### src/rtl/mem_arbiter_pkg.sv
// Shared constants, state encoding and helpers for the byte-wide memory arbiter.
package mem_arbiter_pkg;

    localparam int          MA_ADDR_W  = 32;
    localparam logic [31:0] MA_IO_BASE = 32'h0003_0000;

    localparam logic [2:0] WIDTH_B = 3'b001;
    localparam logic [2:0] WIDTH_H = 3'b010;
    localparam logic [2:0] WIDTH_W = 3'b100;

    typedef enum logic [1:0] {
        ST_IDLE  = 2'd0,
        ST_READ  = 2'd1,
        ST_WRITE = 2'd2,
        ST_DONE  = 2'd3
    } state_e;

    typedef enum logic {
        PORT_IF   = 1'b0,
        PORT_DATA = 1'b1
    } port_e;

    // Number of bytes for a data-port width code; unknown codes fall back to one byte.
    function automatic logic [2:0] width_to_bytes(input logic [2:0] code);
        logic [2:0] n;
        case (code)
            WIDTH_H: n = 3'd2;
            WIDTH_W: n = 3'd4;
            default: n = 3'd1;
        endcase
        return n;
    endfunction

    // Little-endian byte lane k of a 32-bit word.
    function automatic logic [7:0] byte_of(input logic [31:0] w, input logic [1:0] k);
        return w[{k, 3'b000} +: 8];
    endfunction

endpackage

### src/rtl/mem_arbiter.sv
// Owner of the byte-wide RAM/IO bus: arbitrates instruction fetch against the
// data port and breaks each request into back-to-back little-endian byte accesses.
//
// state    | meaning
// ---------+-----------------------------------------------------------
// ST_IDLE  | bus idle; grant a pending request (round-robin on contention)
// ST_READ  | issuing byte addresses and capturing mem_din one cycle later
// ST_WRITE | driving store bytes; IO bytes wait while the UART buffer is full
// ST_DONE  | done pulse visible; no grant so the requester can drop its enable
module mem_arbiter
    import mem_arbiter_pkg::*;
#(
    parameter int          ADDR_W  = MA_ADDR_W,
    parameter logic [31:0] IO_BASE = MA_IO_BASE
) (
    input  logic              clk_in,
    input  logic              rst_in,
    input  logic              rdy_in,
    input  logic              flush_in,
    input  logic              io_buffer_full,
    input  logic [7:0]        mem_din,
    output logic [7:0]        mem_dout,
    output logic [ADDR_W-1:0] mem_a,
    output logic              mem_wr,
    input  logic              if_mem_en_in,
    input  logic [ADDR_W-1:0] if_mem_addr_in,
    output logic              mem_if_en_out,
    output logic [31:0]       mem_if_data_out,
    input  logic              datactrl_mem_en_in,
    input  logic              datactrl_mem_wr_in,
    input  logic [ADDR_W-1:0] datactrl_mem_addr_in,
    input  logic [2:0]        datactrl_mem_width_in,
    input  logic [31:0]       datactrl_mem_data_in,
    output logic              mem_datactrl_en_out,
    output logic [31:0]       mem_datactrl_data_out
);

    state_e              state_q;
    port_e               port_q;
    port_e               last_grant_q;
    logic [ADDR_W-1:0]   addr_q;
    logic [2:0]          nbytes_q;
    logic [31:0]         wdata_q;
    logic [31:0]         buf_q;
    logic [2:0]          a_cnt_q;
    logic [2:0]          r_cnt_q;
    logic                iss_q;
    logic                pend_q;

    logic [ADDR_W-1:0]   mem_a_q;
    logic [7:0]          mem_dout_q;
    logic                mem_wr_q;
    logic                if_done_q;
    logic [31:0]         if_data_q;
    logic                dc_done_q;
    logic [31:0]         dc_data_q;

    logic                grant_vld_d;
    port_e               grant_port_d;
    logic [ADDR_W-1:0]   req_addr_d;
    logic [2:0]          req_bytes_d;
    logic                req_wr_d;
    logic [31:0]         req_wdata_d;
    logic [ADDR_W-1:0]   next_addr_d;
    logic [ADDR_W-1:0]   issue_addr_d;
    logic                wr_block_d;
    logic [31:0]         buf_d;

    // Grant selection, request mux and per-byte address/data helpers.
    always_comb begin
        grant_vld_d  = 1'b0;
        grant_port_d = PORT_IF;
        if (!flush_in) begin
            if (if_mem_en_in && datactrl_mem_en_in) begin
                grant_vld_d  = 1'b1;
                grant_port_d = (last_grant_q == PORT_IF) ? PORT_DATA : PORT_IF;
            end else if (datactrl_mem_en_in) begin
                grant_vld_d  = 1'b1;
                grant_port_d = PORT_DATA;
            end else if (if_mem_en_in) begin
                grant_vld_d  = 1'b1;
                grant_port_d = PORT_IF;
            end
        end

        if (grant_port_d == PORT_DATA) begin
            req_addr_d  = datactrl_mem_addr_in;
            req_bytes_d = width_to_bytes(datactrl_mem_width_in);
            req_wr_d    = datactrl_mem_wr_in;
            req_wdata_d = datactrl_mem_data_in;
        end else begin
            req_addr_d  = if_mem_addr_in;
            req_bytes_d = 3'd4;
            req_wr_d    = 1'b0;
            req_wdata_d = 32'h0;
        end

        next_addr_d  = addr_q + ADDR_W'(a_cnt_q);
        issue_addr_d = (state_q == ST_IDLE) ? req_addr_d : next_addr_d;
        wr_block_d   = io_buffer_full && (issue_addr_d[17:16] == IO_BASE[17:16]);

        buf_d = buf_q;
        buf_d[{r_cnt_q[1:0], 3'b000} +: 8] = mem_din;
    end

    // Main sequencer: grant, byte issue/capture, done pulses; frozen while rdy_in is low.
    always_ff @(posedge clk_in) begin
        if (rst_in) begin
            state_q      <= ST_IDLE;
            port_q       <= PORT_IF;
            last_grant_q <= PORT_IF;
            addr_q       <= '0;
            nbytes_q     <= 3'd0;
            wdata_q      <= 32'h0;
            buf_q        <= 32'h0;
            a_cnt_q      <= 3'd0;
            r_cnt_q      <= 3'd0;
            iss_q        <= 1'b0;
            pend_q       <= 1'b0;
            mem_a_q      <= '0;
            mem_dout_q   <= 8'h0;
            mem_wr_q     <= 1'b0;
            if_done_q    <= 1'b0;
            if_data_q    <= 32'h0;
            dc_done_q    <= 1'b0;
            dc_data_q    <= 32'h0;
        end else if (rdy_in) begin
            if_done_q <= 1'b0;
            dc_done_q <= 1'b0;
            case (state_q)
                ST_IDLE: begin
                    mem_wr_q <= 1'b0;
                    if (grant_vld_d) begin
                        port_q       <= grant_port_d;
                        last_grant_q <= grant_port_d;
                        addr_q       <= req_addr_d;
                        nbytes_q     <= req_bytes_d;
                        wdata_q      <= req_wdata_d;
                        buf_q        <= 32'h0;
                        r_cnt_q      <= 3'd0;
                        pend_q       <= 1'b0;
                        mem_a_q      <= req_addr_d;
                        if (req_wr_d) begin
                            state_q <= ST_WRITE;
                            iss_q   <= 1'b0;
                            if (!wr_block_d) begin
                                mem_wr_q   <= 1'b1;
                                mem_dout_q <= req_wdata_d[7:0];
                                a_cnt_q    <= 3'd1;
                            end else begin
                                a_cnt_q    <= 3'd0;
                            end
                        end else begin
                            state_q <= ST_READ;
                            iss_q   <= 1'b1;
                            a_cnt_q <= 3'd1;
                        end
                    end
                end

                ST_READ: begin
                    mem_wr_q <= 1'b0;
                    if (flush_in) begin
                        state_q <= ST_IDLE;
                        iss_q   <= 1'b0;
                        pend_q  <= 1'b0;
                    end else begin
                        // mem_din lags mem_a by one cycle, so capture trails issue.
                        pend_q <= iss_q;
                        if (a_cnt_q < nbytes_q) begin
                            mem_a_q <= next_addr_d;
                            a_cnt_q <= a_cnt_q + 3'd1;
                            iss_q   <= 1'b1;
                        end else begin
                            iss_q   <= 1'b0;
                        end
                        if (pend_q) begin
                            buf_q   <= buf_d;
                            r_cnt_q <= r_cnt_q + 3'd1;
                            if (r_cnt_q == nbytes_q - 3'd1) begin
                                state_q <= ST_DONE;
                                if (port_q == PORT_IF) begin
                                    if_done_q <= 1'b1;
                                    if_data_q <= buf_d;
                                end else begin
                                    dc_done_q <= 1'b1;
                                    dc_data_q <= buf_d;
                                end
                            end
                        end
                    end
                end

                ST_WRITE: begin
                    // Committed stores ignore flush and always run to completion.
                    if (a_cnt_q == nbytes_q) begin
                        state_q   <= ST_DONE;
                        mem_wr_q  <= 1'b0;
                        dc_done_q <= 1'b1;
                    end else if (!wr_block_d) begin
                        mem_a_q    <= next_addr_d;
                        mem_dout_q <= byte_of(wdata_q, a_cnt_q[1:0]);
                        mem_wr_q   <= 1'b1;
                        a_cnt_q    <= a_cnt_q + 3'd1;
                    end else begin
                        mem_wr_q   <= 1'b0;
                    end
                end

                ST_DONE: begin
                    mem_wr_q <= 1'b0;
                    state_q  <= ST_IDLE;
                end

                default: begin
                    mem_wr_q <= 1'b0;
                    state_q  <= ST_IDLE;
                end
            endcase
        end
    end

    assign mem_a                 = mem_a_q;
    assign mem_dout              = mem_dout_q;
    assign mem_wr                = mem_wr_q;
    assign mem_if_en_out         = if_done_q;
    assign mem_if_data_out       = if_data_q;
    assign mem_datactrl_en_out   = dc_done_q;
    assign mem_datactrl_data_out = dc_data_q;

endmodule

### config.mk
export PLATFORM = sky130hd
export DESIGN_NAME = mem_arbiter
export DESIGN_NICKNAME = d
export VERILOG_FILES = /design/src/rtl/mem_arbiter_pkg.sv /design/src/rtl/mem_arbiter.sv
export SDC_FILE = /design/constraint.sdc
export NUM_CORES = 1
export LEC_CHECK = 0
export CAP_MARGIN = 20
export CELL_PAD_IN_SITES_DETAIL_PLACEMENT = 0
export CELL_PAD_IN_SITES_GLOBAL_PLACEMENT = 1
export CORE_MARGIN = 5
export CORE_UTILIZATION = 40
export CTS_CLUSTER_SIZE = 24
export DETAILED_ROUTE_END_ITERATION = 10
export PLACE_DENSITY = 0.95
export SLEW_MARGIN = 20
export SYNTH_ARGS = -nofsm -noshare
export SYNTH_HDL_FRONTEND = slang
export SYNTH_SLANG_ARGS = --single-unit
### constraint.sdc
create_clock -name clk_in -period 8.45 [get_ports clk_in]
set_input_delay 1.69 -clock clk_in [delete_from_list [all_inputs] [get_ports clk_in]]
set_output_delay 1.69 -clock clk_in [all_outputs]
set_load 0.1 [all_outputs]
# Yosys cells after proc, flatten, opt, wreduce, memory -nomap -nowiden
# Index checks and enable logic that the tools add are counted.
# totals
reg_bits	217
out_inout_bits	107
input_bits	115
# op_classes
reduce_logical	15
n_eq_ne	19
n_lt_le_gt_ge	1
n_bitwise	2
n_shift	3
n_mux	73
addsub	5
# ops
op	n
32-bit two-way mux	10
32-bit one-hot mux with 3 select lines	1
32-bit one-hot mux with 2 select lines	1
8-bit two-way mux	5
32-bit by 3-bit adder with 32-bit output	1
32-bit bitwise mux	1
8-bit by 7-bit variable shift with 32-bit output (first input constant)	1
32-bit by 6-bit indexed part select with 8-bit output	1
8-bit by 7-bit indexed part select with 32-bit output	1
3-bit two-way mux	10
1-bit two-way mux	29
18-bit two-way mux	1
2-bit inequality test (second input constant)	9
8-bit one-hot mux with 2 select lines	1
7-bit AND reduction	2
2-bit two-way mux	6
3-bit one-hot mux with 2 select lines	2
6-bit AND reduction	2
5-bit AND reduction	2
3-bit one-hot mux with 3 select lines	1
2-bit one-hot mux with 4 select lines	1
5-bit negator with 7-bit output	1
3-bit by 1-bit adder with 3-bit output (second input constant)	2
2-bit equality test (second input constant)	3
other kinds (16)	24

# Depth between registers and ports, before layout
# Gate-level depths: netlist of run 1.
# depth
depth_word	11
ltp_mapped	11

# Worst setup path before layout of run 1
# Ideal clock, no wire load.
# synth_path
path_type	input -> register
from	in rdy_in
to	reg mem_a_q[29] (netlist: mem_a[29])
n_path_buf	3
arrival_ns	3.214
cell_stages	8
required_time_ns	8.334
setup_slack_ns	5.120
path_cell_list	clkbuf_1 -> o21a_1 -> nand2_1 -> or3_1 -> clkbuf_1 -> clkbuf_1 -> o211a_1 -> a41o_1
# synth_via
elab_chain_len	1
# synth_rtl
item	line_no	text
from (decl)	mem_arbiter.sv:18	input logic rdy_in,
7-bit AND reduction (no source line)	-	
to (signal assigned)	mem_arbiter.sv:142	mem_a_q <= req_addr_d;
to (signal assigned)	mem_arbiter.sv:171	mem_a_q <= next_addr_d;
to (signal assigned)	mem_arbiter.sv:201	mem_a_q <= next_addr_d;
to (decl)	mem_arbiter.sv:50	logic [ADDR_W-1:0] mem_a_q;
# No other way between the ends.
# A chain may end at the register's enable or synchronous reset.

# Worst setup path in the final report of run 1
# layout_path
from	in flush_in
to	reg buf_q[5]
# layout_via
elab_chain_len	3
# layout_rtl
item	line_no	text
from (decl)	mem_arbiter.sv:19	input logic flush_in,
1-bit two-way mux	mem_arbiter.sv:73	if (!flush_in) begin
2-bit inequality test (no source line)	-	
5-bit AND reduction (no source line) (*)	-	
to (signal assigned)	mem_arbiter.sv:178	buf_q <= buf_d;
to (decl)	mem_arbiter.sv:44	logic [31:0] buf_q;
# Every way passes the cells marked *; elsewhere a longest branch is shown, timed or not.

==> reports/results.ini, run 1 <==
[synth]
synth-edff-count=0
syn_area_per_cell_sq_um=8.194
synth_common_cells=dfxtp_1 (217), nand2_1 (200), a21oi_1 (127)
synthArstFlopShare_pct=0
synth_nets=1393
synth_warnings=0
synth_largest_area_cell=dfxtp_1
syn_area_sq_um=10320
synth_xor_area_share_pct=2.511
ys_types=69
yosysMostFrequentCell=dfxtp_1
yosys_register_bits=217
yosysTopAreaCellShare_pct=42.11
synthCells=1259
synthSimpleGateAreaFrac_pct=18.88
synth_compound_area_share_pct=21.18
synthFlopType=dfxtp_1
synth_fa_ha_area_share_pct=2.377
muxShareOfSynthArea_pct=7.204
synth_top_family_by_area=compound AO/OA/AOI/OAI gates
synth_area_leaders=dfxtp_1 (42%), nand2_1 (7.3%), a21oi_1 (6.2%)
ys_seq_area_share_pct=42.11

[timing]
relSlewSlack_pct=28.28
worst_slack_ps=4199
holdWs_ps=448.8
worst_slew_pin_slew_ps=1076
finalCriticalPeriod_ps=4251
fin_setup_tns_ps=0
skew_ps=17.54
final-max-slew-violation-count=0
fin_crit_sh_pct=50.30
setup_viol=0
rsz0062_at_grt=no
fmax_mhz=235.3
finalHoldViolCount=0

[critical_path]
crit_family=compound AO/OA/AOI/OAI gates
crit_type=in -> reg
r2r_setup_slack_ps=4750
critPathArrivalTime_ps=4690
slowest_delay_ps=750
reg2reg_depth=9
start_kind=input pin
path_cells=clkdlybuf4s50_1 -> o21ba_2 -> mux2_2 -> nand3_1 -> a21boi_2 -> buf_4 -> a22oi_1 -> nor2_1
crit_fanout=20
endpoint_kind=register
crit_required_ps=8890
regToRegEndpoint=mem_a[22]
slowest_stage=a21boi_2
crit_buf_inv=2
regToRegStartpoint=a_cnt_q[0]

[die]
io_pins=222
coreArea_sq_um=25250
rows=58
die_w_um=170.6
start_util_pct=40.85
die_area_sq_um=29100
die_h_um=170.6

[clock_network]
htreeDepth=1
clkSinkCount=217
cts_resized=0
cts_root_buf=clkbuf_16
numCtsBuffers=24
clkTransAtPathRegs_ps=60
cts_setup_buffers=0
cts_tree=done
insertion_delay_ps=520
hold_buffers=0
cts_max_path_buffers=3

[drt]
finalWirelength_um=31640
wl_per_cell_um=17.87
drtPass1Iterations=5
drc_errors=0
via_per_inst=5.535
drt_iter0_markers=842
ant_nets=0
vias=9803

[grt]
grt_max_degree=104
grt_pass1_wl_um=50560
antenna_found_initial=2
grt_pass1_vias=9574
groute.usage.overall_pct=20.93
overflow=0

[job]
drv_cap=0

[place]
io_buffers=221
dp.final_hpwl_um=21460
gp_congestion=0.8351
dp_slack_ps=3756

[power]
switching_share_pct=29.69
p_per_area_nw_per_um2=199.2
comb_power_share_pct=18.8
p_seq_share_pct=41.1
cellInternalPower_mw=1.894
pwr-share-clk_pct=40.1
power_mw=2.693
p_switching_mw=0.7995
ir_worst_vdd_uv=157.6
leakagePower_nw=4.693

[worst_hold_path]
hp-class=reg -> reg
hold_depth=2
min_to=buf_q[20]
min-delay-start=buf_q[20]

[layout]
diodes=0
area_growth_pct=31.07
layout-drive-gt1-share_pct=6.176
nets=1558

[run_status]
outcome=finished clean

layout by cell type (no fill, tap or decap), drive strengths merged, types with 4 or more instances in the layout:
| cell | instances |
|---|---|
| nor2 | 101 |
| xnor2 | 12 |
| ha | 18 |
| xor2 | 15 |
| and2 | 6 |
| and4 | 4 |
| clkinv | 8 |
| nor3 | 28 |
| and3 | 5 |
| a31oi | 8 |
| nand4 | 22 |
| inv | 53 |
| o2111ai | 12 |
| a2111oi | 4 |
| clkbuf | 35 |
| nand3 | 54 |
| mux2i | 54 |
| nand2 | 201 |
| a21oi | 128 |
| clkdlybuf4s50 | 220 |
| mux4 | 8 |
| a31o | 6 |
| a211oi | 36 |
| a311oi | 9 |
| nand2b | 4 |
| o21ai | 79 |
| or3 | 4 |
| a32o | 12 |
| nor2b | 4 |
| a22oi | 17 |
| buf | 14 |
| dfxtp | 217 |
cells by family after synthesis:
| family | after synthesis |
|---|---|
| buffers and inverters | 150 |
| xor gates and xnor gates | 28 |
| AOI/OAI and AO/OA | 341 |
| muxes | 64 |
| DFF | 217 |
| and+or+nand+nor | 440 |
| adders and majority gates | 19 |
layout make-up:
type,count,area (sq um)
Clock buffer,35,733.2
Clock inverter,8,93.84
Fill cell,2381,11730
Inverter,55,206.4
Multi-Input combinational cell,892,5420
Sequential cell,217,4344
Tap cell,330,412.9
Timing Repair Buffer,234,2311
metrics by stage:
stage | cells | util (%) | cell area, sq um
2_1_floorplan | 1259 | - | 10320
3_3_place_gp | 1728 | 50.22 | 12680
3_5_place_dp | 1728 | 50.24 | 12690
4_1_cts | 1771 | 53.52 | 13520
5_1_grt | 1771 | 53.54 | 13520
6_report | 1771 | 53.54 | 13520
metal layers:
metal	share of wire [%]	track usage (%)	vias up
li1	-	-	4777
met1	42	26.93	4638
met2	47	34.77	340
met3	9.6	6.077	44
met4	1.5	5.174	4
met5	0.082	0	-
power groups by stage:
stage	sequential, mW	combinational, mW	clock, mW
after floorplan	1.25	0.215	0
after global placement	1.13	0.497	0
after detailed placement	1.13	0.504	0
final	1.11	0.507	1.08
after CTS	1.11	0.506	1.10
after global routing	1.11	0.543	1.15
worst register-to-register path: stages, from the launching register on:
cell	delay, ps
dfxtp_1	770
ha_1	310
inv_1	60
fa_1	410
nand2b_1	220
a211o_1	340
a2111oi_4	540
o311a_4	570
a211oi_1	140
a32o_1	220
worst max-delay path by stage:
stage	start	to	slack, ps	depth (start not counted)
2_1_floorplan	rdy_in	mem_a[29]	5120	8
3_3_place_gp	flush_in	buf_q[5]	3830	8
3_5_place_dp	flush_in	buf_q[6]	3760	8
4_1_cts	flush_in	buf_q[31]	4280	7
5_1_grt	flush_in	buf_q[1]	4030	8
6_report	flush_in	buf_q[5]	4200	8
sequential cells by signal (all words and copies together) (netlist names):
signal,cells
wdata_q,32
mem_datactrl_data_out,32
mem_dout,8
buf_q,32
pend_q,1
mem_a,32
iss_q,1
addr_q,32
mem_datactrl_en_out,1
mem_if_data_out,32
nbytes_q,3
a_cnt_q,3
mem_wr,1
last_grant_q,1
r_cnt_q,3
state_q,2
mem_if_en_out,1
No activity file was read; power rests on OpenSTA's default activity.
==> run 2: changes to the inputs <==
--- a/config.mk
+++ b/config.mk
@@ -9,10 +9,10 @@
 export CELL_PAD_IN_SITES_DETAIL_PLACEMENT = 0
 export CELL_PAD_IN_SITES_GLOBAL_PLACEMENT = 1
 export CORE_MARGIN = 5
-export CORE_UTILIZATION = 40
+export CORE_UTILIZATION = 38
 export CTS_CLUSTER_SIZE = 24
 export DETAILED_ROUTE_END_ITERATION = 10
-export PLACE_DENSITY = 0.95
+export PLACE_DENSITY = 0.93
 export SLEW_MARGIN = 20
 export SYNTH_ARGS = -nofsm -noshare
 export SYNTH_HDL_FRONTEND = slang
==> constraint.sdc (replaced) <==
create_clock -name clk_in -period 4.15 [get_ports clk_in]
set_input_delay 0.83 -clock clk_in [delete_from_list [all_inputs] [get_ports clk_in]]
set_output_delay 0.83 -clock clk_in [all_outputs]
set_load 0.1 [all_outputs]
==> run 2 against run 1 <==
Against the previous run: core utilization is 2.7 points lower; cell count increased by 1.1%; clock skew grew 7.9 ps; flip-flop and latch count did not move; via count is 0.40% lower; combinational power up 110%; total power up 110%; hold slack lost 3.5 ps; die area is 4.9% higher; global-route usage decreased by 1.1 points; non-clock buffer count is 9 higher; clock power increased by 110%; critical endpoint is now mem_a[11]; highest routed layer unchanged.
==> reports/results.ini, run 2 (synthesis results as in run 1) <==
[critical_path]
setup.worst_path.end=mem_a[11]
slowest_stage=o311ai_4
crit_required_ps=4540  ; -4350 ps
regToRegEndpoint=mem_a[11]
critPathArrivalTime_ps=3650  ; -1040 ps
critical_path_depth=9  ; +1
path_cells=ha_1 -> inv_1 -> fa_1 -> nor4bb_1 -> nand3_1 -> a2111oi_4 -> o311ai_4 -> nand2_2 -> a32o_1
reg2reg_depth=9  ; unchanged
crit_buf_inv=1  ; -1
crit_family=compound AO/OA/AOI/OAI gates
crit_type=reg -> reg
crit_start=addr_q[0]
start_kind=register
crit_fanout=22  ; +10%
r2r_setup_slack_ps=890  ; -3860 ps
regToRegStartpoint=addr_q[0]
endpoint_kind=register
slowest_delay_ps=900  ; +150 ps

[timing]
rsz0062_at_grt=no
worst_slack_ps=889.1  ; -3310 ps
relSlewSlack_pct=30.56  ; +2.3 points
finalHoldViolCount=0  ; unchanged
worst_slew_pin_slew_ps=1038  ; -37.41 ps
fmax_mhz=306.7
setup_viol=0  ; unchanged
fin_setup_tns_ps=0  ; unchanged
finalCriticalPeriod_ps=3261
fin_crit_sh_pct=78.58
final-max-slew-violation-count=0  ; unchanged
skew_ps=25.45  ; +7.910 ps

[clock_network]
cts_tree=done
hold_buffers=0  ; unchanged
insertion_delay_ps=520  ; about the same
cts_resized=0  ; unchanged
cts_root_buf=clkbuf_16
htreeDepth=1  ; unchanged
cts_max_path_buffers=3  ; unchanged
cts_setup_buffers=0  ; unchanged
numCtsBuffers=24  ; unchanged
clkSinkCount=217  ; unchanged
clkTransAtPathRegs_ps=60  ; about the same

[drt]
drt_iter0_markers=805  ; -4.4%
ant_nets=0  ; unchanged
drc_errors=0  ; unchanged
vias=9764  ; -0.40%
drtPass1Iterations=5  ; unchanged
finalWirelength_um=31560  ; -0.24%
wl_per_cell_um=17.62  ; -1.4%
via_per_inst=5.452  ; -1.5%

[layout]
layout_commonest_cell=clkdlybuf4s50_1
layout-drive-gt1-share_pct=6.487  ; +0.31 points
nets=1567  ; +0.58%
final_cell_mix=clkdlybuf4s50_1 (220), dfxtp_1 (217), nand2_1 (199), a21oi_1 (127), nor2_1 (97)
finalNonFillerCells=1791  ; +1.1%
area_growth_pct=32.52
fin_util_pct=50.87  ; -2.7 points
n_fill_cell=2522  ; +5.9%

[grt]
groute.usage.overall_pct=19.86  ; -1.1 points
grt_pass1_vias=9383  ; -2.0%
antenna_found_initial=4  ; +2
grt_max_degree=149  ; +43%
grt_pass1_wl_um=50920  ; +0.70%
overflow=0  ; unchanged

[die]
start_util_pct=38.38  ; -2.5 points
die_area_sq_um=30540  ; +4.9%
rows=60  ; +3.4%
io_pins=222  ; unchanged
coreArea_sq_um=26880  ; +6.4%
die_w_um=174.8  ; +2.4%
die_h_um=174.8  ; +2.4%

[run_status]
outcome=finished clean

[power]
p_per_area_nw_per_um2=408.1  ; +100%
leakagePower_nw=4.749  ; +1.2%
ir_worst_vdd_uv=279.8  ; +77%
power_mw=5.579  ; +110%

[worst_hold_path]
hp-class=reg -> reg

[place]
gp_congestion=0.8263  ; -1.1%
io_buffers=221  ; unchanged
dp.cells=1748  ; +1.2%
dp.final_hpwl_um=22090  ; +2.9%
dp_slack_ps=782.4  ; -2973 ps

[job]
drv_cap=0  ; unchanged

## run 2: cell types whose count changed in the layout (fill, tap and decap cells not counted), moves of 2 or more
cell | before | now
buf_4 | 13 | 19
clkbuf_8 | 7 | 5
clkinv_2 | 5 | 2
bufinv_16 | 2 | 4
buf_12 | 0 | 3
clkinvlp_4 | 0 | 2
## run 2: metrics by stage
| stage | hold WS [ps] | instance area (sq um) |
|---|---|---|
| 6_report | 445.3 | 13670 |
| 2_1_floorplan | 424.5 | 10320 |
| 3_5_place_dp | 440.1 | 12810 |
| 5_1_grt | 470.1 | 13670 |
| 4_1_cts | 450.2 | 13670 |
| 3_3_place_gp | 432.0 | 12810 |
## run 2: how the worst min path moves through the flow
stage | startpoint | endpoint | slack, ps | depth (start not counted)
after floorplan | buf_q[20] | buf_q[20] | 420 | 2
after global placement | buf_q[9] | buf_q[9] | 430 | 2
after detailed placement | buf_q[10] | buf_q[10] | 440 | 2
after CTS | buf_q[8] | buf_q[8] | 450 | 2
after global routing | buf_q[10] | buf_q[10] | 470 | 2
final | buf_q[10] | buf_q[10] | 450 | 2
## run 2: final cells by class
| cell class | count | area, sq um | area share [%] |
|---|---|---|---|
| Antenna cell | 1 | 2.502 | 0.01830 |
| Clock buffer | 34 | 709.4 | 5.189 |
| Clock inverter | 8 | 145.1 | 1.062 |
| Inverter | 55 | 206.4 | 1.510 |
| Multi-Input combinational cell | 892 | 5420 | 39.65 |
| Sequential cell | 217 | 4344 | 31.78 |
| Tap cell | 341 | 426.7 | 3.121 |
| Timing Repair Buffer | 243 | 2416 | 17.67 |
## run 2: worst reg2reg max path: stages (launching register included)
cell,delay (ps)
dfxtp_1,340
ha_1,190
inv_1,60
fa_1,420
nor4bb_1,170
nand3_1,130
a2111oi_4,120
o311ai_4,900
nand2_2,440
a32o_1,380
## run 2: per-layer routing
layer | wire length, um | GRT usage, % | up-vias
li1 | - | - | 4805
met1 | 13580 | 25.62 | 4598
met2 | 14880 | 33.20 | 310
met3 | 2570 | 5.885 | 45
met4 | 500 | 4.124 | 6
met5 | 31 | 0 | -
## run 2: where the power goes
group | switching, mW | internal (mW)
Sequential | 0.0716 | 2.17
Combinational | 0.702 | 0.346
Clock | 0.854 | 1.43
Total | 1.63 | 3.95
